$ cat src/rtl/vram_scan_arbiter.sv
// Single-port framebuffer arbiter: VGA scan-out owns one read slot per upscaled pixel and a
// small write FIFO retires game-logic pixel writes in the remaining clocks.
module vram_scan_arbiter #(
    parameter int FB_W        = 160,
    parameter int FB_H        = 120,
    parameter int SCALE_LOG2  = 2,
    parameter int ADDR_W      = 15,
    parameter int WFIFO_DEPTH = 4
) (
    input  logic              clk,
    input  logic              rst_n,
    input  logic [9:0]        x,
    input  logic [9:0]        y,
    input  logic              active_video,
    input  logic              hsync_i,
    input  logic              vsync_i,
    input  logic              wr_valid,
    output logic              wr_ready,
    input  logic [ADDR_W-1:0] wr_addr,
    input  logic [11:0]       wr_data,
    output logic [ADDR_W-1:0] mem_addr,
    output logic              mem_we,
    output logic [11:0]       mem_wdata,
    input  logic [11:0]       mem_rdata,
    output logic [3:0]        red,
    output logic [3:0]        green,
    output logic [3:0]        blue,
    output logic              hsync_o,
    output logic              vsync_o,
    output logic              wr_drop
);

    localparam int PTR_W = (WFIFO_DEPTH > 1) ? $clog2(WFIFO_DEPTH) : 1;
    localparam int CNT_W = PTR_W + 1;
    localparam logic [ADDR_W:0] FB_LIMIT = (ADDR_W + 1)'(FB_W * FB_H);

    typedef struct packed {
        logic [ADDR_W-1:0] addr;
        logic [11:0]       data;
    } wr_req_t;

    // Constant multiply by FB_W built from one shifted add per set bit (160 = 128 + 32).
    function automatic logic [ADDR_W-1:0] mul_fb_w(input logic [ADDR_W-1:0] row);
        logic [ADDR_W-1:0] acc;
        acc = '0;
        for (int i = 0; i < ADDR_W; i++) begin
            if (FB_W[i]) acc = acc + (row << i);
        end
        return acc;
    endfunction

    // ------------------------------------------------------------------ slot decode
    logic              rd_slot;
    logic [ADDR_W-1:0] rd_addr;

    assign rd_slot = active_video && (x[SCALE_LOG2-1:0] == '0);
    assign rd_addr = mul_fb_w(ADDR_W'(y >> SCALE_LOG2)) + ADDR_W'(x >> SCALE_LOG2);

    // ------------------------------------------------------------------ write FIFO
    wr_req_t          fifo_q [WFIFO_DEPTH];
    wr_req_t          head;
    logic [PTR_W-1:0] wr_ptr_q, wr_ptr_d;
    logic [PTR_W-1:0] rd_ptr_q, rd_ptr_d;
    logic [CNT_W-1:0] cnt_q, cnt_d;
    logic             rdy_en_q;
    logic             push;
    logic             pop;
    logic             head_in_range;

    assign wr_ready      = rdy_en_q && (cnt_q != CNT_W'(WFIFO_DEPTH));
    assign push          = wr_valid && wr_ready;
    assign pop           = !rd_slot && (cnt_q != '0);
    assign head          = fifo_q[rd_ptr_q];
    assign head_in_range = {1'b0, head.addr} < FB_LIMIT;

    always_comb begin
        wr_ptr_d = push ? wr_ptr_q + PTR_W'(1) : wr_ptr_q;
        rd_ptr_d = pop  ? rd_ptr_q + PTR_W'(1) : rd_ptr_q;
        unique case ({push, pop})
            2'b10:   cnt_d = cnt_q + CNT_W'(1);
            2'b01:   cnt_d = cnt_q - CNT_W'(1);
            default: cnt_d = cnt_q;
        endcase
    end

    // NOTE: FIFO storage carries no reset; the count alone decides what is valid, which keeps
    // the array as plain registers/RAM without a reset fan-out.
    always_ff @(posedge clk) begin
        if (push) fifo_q[wr_ptr_q] <= '{addr: wr_addr, data: wr_data};
    end

    always_ff @(posedge clk or negedge rst_n) begin
        if (!rst_n) begin
            wr_ptr_q <= '0;
            rd_ptr_q <= '0;
            cnt_q    <= '0;
            rdy_en_q <= 1'b0;
        end else begin
            wr_ptr_q <= wr_ptr_d;
            rd_ptr_q <= rd_ptr_d;
            cnt_q    <= cnt_d;
            rdy_en_q <= 1'b1;
        end
    end

    // ------------------------------------------------------------------ RAM port
    logic [ADDR_W-1:0] mem_addr_q, mem_addr_d;
    logic              mem_we_q, mem_we_d;
    logic [11:0]       mem_wdata_q, mem_wdata_d;
    logic              wr_drop_q, wr_drop_d;

    // NOTE: every signal gets its default before the branches, so no path leaves a latch.
    always_comb begin
        mem_addr_d  = mem_addr_q;
        mem_we_d    = 1'b0;
        mem_wdata_d = mem_wdata_q;
        wr_drop_d   = wr_drop_q;
        if (rd_slot) begin
            mem_addr_d = rd_addr;
        end else if (pop) begin
            if (head_in_range) begin
                mem_addr_d  = head.addr;
                mem_wdata_d = head.data;
                mem_we_d    = 1'b1;
            end else begin
                wr_drop_d = 1'b1;
            end
        end
    end

    // NOTE: state registers use non-blocking assignments so every flop samples pre-edge values.
    always_ff @(posedge clk or negedge rst_n) begin
        if (!rst_n) begin
            mem_addr_q  <= '0;
            mem_we_q    <= 1'b0;
            mem_wdata_q <= '0;
            wr_drop_q   <= 1'b0;
        end else begin
            mem_addr_q  <= mem_addr_d;
            mem_we_q    <= mem_we_d;
            mem_wdata_q <= mem_wdata_d;
            wr_drop_q   <= wr_drop_d;
        end
    end

    assign mem_addr  = mem_addr_q;
    assign mem_we    = mem_we_q;
    assign mem_wdata = mem_wdata_q;
    assign wr_drop   = wr_drop_q;

    // ------------------------------------------------------------------ pixel / sync pipe
    // Stage 1 sees mem_addr, stage 2 sees mem_rdata, the output registers form stage 3.
    logic [1:0]  act_pipe_q;
    logic [1:0]  rd_pipe_q;
    logic [2:0]  hs_pipe_q;
    logic [2:0]  vs_pipe_q;
    logic [11:0] pix_q, pix_d;
    logic [11:0] rgb_q, rgb_d;

    always_comb begin
        pix_d = rd_pipe_q[1] ? mem_rdata : pix_q;
        rgb_d = act_pipe_q[1] ? pix_d : 12'h000;
    end

    always_ff @(posedge clk or negedge rst_n) begin
        if (!rst_n) begin
            act_pipe_q <= '0;
            rd_pipe_q  <= '0;
            hs_pipe_q  <= '1;
            vs_pipe_q  <= '1;
            pix_q      <= '0;
            rgb_q      <= '0;
        end else begin
            act_pipe_q <= {act_pipe_q[0], active_video};
            rd_pipe_q  <= {rd_pipe_q[0], rd_slot};
            hs_pipe_q  <= {hs_pipe_q[1:0], hsync_i};
            vs_pipe_q  <= {vs_pipe_q[1:0], vsync_i};
            pix_q      <= pix_d;
            rgb_q      <= rgb_d;
        end
    end

    assign red     = rgb_q[11:8];
    assign green   = rgb_q[7:4];
    assign blue    = rgb_q[3:0];
    assign hsync_o = hs_pipe_q[2];
    assign vsync_o = vs_pipe_q[2];

endmodule

$ cat config.mk
export PLATFORM = sky130hd
export DESIGN_NAME = vram_scan_arbiter
export DESIGN_NICKNAME = d
export VERILOG_FILES = /design/src/rtl/vram_scan_arbiter.sv
export SDC_FILE = /design/constraint.sdc
export NUM_CORES = 1
export LEC_CHECK = 0
export CORE_UTILIZATION = 58
export CTS_CLUSTER_DIAMETER = 80
export CTS_CLUSTER_SIZE = 14
export DETAILED_ROUTE_END_ITERATION = 8
export PLACE_DENSITY = 0.83
export REMOVE_ABC_BUFFERS = 1
export SLEW_MARGIN = 20
export SYNTH_ARGS = -nofsm -noshare
export SYNTH_HDL_FRONTEND = slang
export SYNTH_SLANG_ARGS = --single-unit
$ cat constraint.sdc
create_clock -name clk -period 3.4 [get_ports clk]
set_clock_uncertainty 0.15 [all_clocks]
set_input_delay 0.34 -clock clk [delete_from_list [all_inputs] [get_ports clk]]
set_output_delay 0.34 -clock clk [all_outputs]
set_load 0.01 [all_outputs]
==> results.sh <==
export IMPL_status="finished, violations left"
export IMPL_violations="DRC"
export IMPL_postSynth_asyncResetShare_pct=39.7
export IMPL_synth_warnings=0
export IMPL_crit_type="primary input to flip-flop"
export IMPL_first_pass_iters=7
export IMPL_cts_resized=0
export IMPL_viasPerCell=5.64
export IMPL_port_buffers=106
export IMPL_grtUsageTotal_pct=22.8
export IMPL_drt_wl_total_um=13300
export IMPL_yosysMostFrequentCell="edfxtp_1"
export IMPL_p_per_area_nw_per_um2=791
export IMPL_ys_top_cells_by_area="edfxtp_1 46%, dfrtp_1 23%, mux4_2 7.3%"
export IMPL_use_met2_pct=38.1
export IMPL_clk_pin_slew_ns=0.06
export IMPL_numCtsBuffers=17
export IMPL_cp_required_ns=3.55
export IMPL_worst_ep_arrival_time_ns=3.18
export IMPL_critPathMaxFanout=2
export IMPL_fin_crit_sh_pct=89.2
export IMPL_cts_tree="yes"
export IMPL_drtIter0Drc=252
export IMPL_clockBufferDepth=2
export IMPL_hold_slack_ns=0.177
export IMPL_die_w_um=112
export IMPL_vias=3779
export IMPL_root_buffer="clkbuf_16"
export IMPL_cts_max_level=4
export IMPL_fmax_mhz=330
export IMPL_drive_above_1_share_pct=19.4
export IMPL_ys_seq_area_share_pct=71.3
export IMPL_wire_per_inst_um=19.8
export IMPL_dieArea_um2=12600
export IMPL_synth_common_cells="108 x edfxtp_1, 65 x dfrtp_1, 23 x mux4_2"
export IMPL_syn_instance_count=387
export IMPL_grt_pass1_vias=4191
export IMPL_start_util_pct=60.7
export IMPL_final_antenna_net_count=0
export IMPL_vdd_drop_max_mv=0.552
export IMPL_num_rows=39
export IMPL_cp_start_kind="primary input"
export IMPL_synth_ff_type="edfxtp_1"
export IMPL_synth_area_leader_cell="edfxtp_1"
export IMPL_report_final_slew_viol_count=0
export IMPL_maxCapViolations=0
export IMPL_maxSlewHeadroom_pct=36.2
export IMPL_clk_insertion_delay_late_ns=0.42
export IMPL_synth_cell_types=42
export IMPL_grt_setup_unrepaired="no"
export IMPL_antennaDiodeCount=0
export IMPL_grt_met3_usage_pct=7.45
export IMPL_grt_max_degree=72
export IMPL_grt_pass1_wl_um=21100
export IMPL_synth_top_cell_area_share_pct=46.0
export IMPL_finalCriticalPeriod_ns=3.03
export IMPL_dp_hpwl_um=8510
export IMPL_synth_area_um2=7050
export IMPL_finalHoldViolCount=0
export IMPL_busiest_layer="met2"
export IMPL_routabilityCongestion=0.768
export IMPL_nNetsFinal=602
export IMPL_worstMarginPinSlew_ns=0.957
export IMPL_ys_ff_latch=179
export IMPL_synth_edf_count=108
export IMPL_clock_sinks=179
export IMPL_antenna_found_initial=0
export IMPL_overflow=0
export IMPL_post_synth_cell_area_avg_um2=18.2
export IMPL_critPathCaptureType="flip-flop"
export IMPL_coreArea_um2=11600
export IMPL_power_leakage_nw=3.40
export IMPL_fp_dieH_um=112
export IMPL_setup_viol=0
export IMPL_area_growth_pct=26.3
export IMPL_pin_count=109
export IMPL_post_route_util_pct=76.7
export IMPL_met1_usage_pct=27.8
export IMPL_drcViolationCount=10
export IMPL_hp_class="primary input to flip-flop"
==> path summary, 6_finish.rpt <==
path	slack, ns	depth (start not counted)	endpoint	start
min in group asynchronous	0.47	2	mem_addr[5]	rst_n
max	0.37	11	mem_addr[12]	y[2]
max reg2reg	0.51	6	mem_wdata[2]	rd_ptr_q[0]
min	0.18	1	vs_pipe_q[0]	vsync_i
min reg2reg	0.21	0	hs_pipe_q[2]	hs_pipe_q[1]
max in group asynchronous	1.95	2	rd_ptr_q[0]	rst_n
==> worst max-delay path, stage by stage <==
cell and delay (ns):
clkdlybuf4s50_1 0.48, inv_1 0.06, fa_1 0.54, inv_1 0.07, fa_1 0.43, a21o_1 0.19
a21o_1 0.18, a311oi_1 0.39, xor2_1 0.19, nor2_1 0.05, a221o_1 0.26
==> metal layers <==
| layer | vias up | routed length [um] |
|---|---|---|
| met3 | 20 | 1000 |
| met5 | - | 0 |
| met1 | 1888 | 5440 |
| li1 | 1723 | - |
| met4 | 0 | 228 |
| met2 | 148 | 6580 |
==> registers in the layout, summed over array words and instances (netlist names), 3 cells and up <==
| name | count |
|---|---|
| cnt_q | 3 |
| fifo_q | 108 |
| hs_pipe_q | 3 |
| mem_addr | 15 |
| mem_wdata | 12 |
| pix_q | 12 |
| rgb_q | 12 |
| vs_pipe_q | 3 |
==> cells in the final DEF (no fill, tap or decap), types with 3 or more instances in the layout <==
cell type and n:
nand2_1 14, clkdlybuf4s50_1 105, clkinv_2 5, fa_1 3, mux2_4 3, a21o_1 3
edfxtp_1 108, clkbuf_16 17, and2_1 14, xor2_1 5, ha_1 20, a21oi_1 4
xnor2_1 7, o21ai_1 4, and3_1 4, o21ai_0 15, a221o_1 3, mux4_2 23
a22oi_1 3, nor2_1 8, buf_4 14, inv_1 14, mux2i_1 9, dfstp_2 6
dfrtp_1 64, mux2_2 21, mux4_1 4, clkinvlp_4 3
==> where the power goes <==
group	switching, W	internal (W)
logic	0.000989	0.00120
registers	0.000252	0.00274
clock network	0.000785	0.00108
==> logic make-up after synthesis <==
logic type / synth area share [%]
multiplexers: 14.1
XOR/XNOR: 1.49
AO/OA/AOI/OAI: 3.69
flip-flops: 71.3
other: 0.0532
adder cells (fa/ha/maj): 4.40
buffers and inverters: 1.90
AND/OR/NAND/NOR: 3.09
==> repair_timing <==
action | 4_1_cts | 5_1_grt
hold endpoints to repair | 65 | 0
hold buffers | 1 | 0
setup buffers | 0 | 0
==> cell type report <==
| class | count | area, um^2 |
|---|---|---|
| Clock buffer | 18 | 429 |
| Clock inverter | 14 | 138 |
| Fill cell | 653 | 2710 |
| Inverter | 14 | 52.6 |
| Multi-Input combinational cell | 181 | 1900 |
| Sequential cell | 179 | 5030 |
| Tap cell | 143 | 179 |
| Timing Repair Buffer | 121 | 1190 |
==> per-stage QoR <==
step | setup WS (ns) | power (W) | area [um^2] | instances | TNS (ns)
after floorplan | -0.386 | 0.00426 | 6970 | 374 | -5.85
after global placement | -0.0294 | 0.00512 | 8330 | 637 | -0.0294
after detailed placement | -0.0794 | 0.00521 | 8330 | 637 | -0.0794
after CTS | 0.368 | 0.00712 | 8910 | 670 | 0
after global routing | 0.195 | 0.00738 | 8910 | 670 | 0
final | 0.368 | 0.00705 | 8910 | 670 | 0
(Power assumes the default switching activity.)
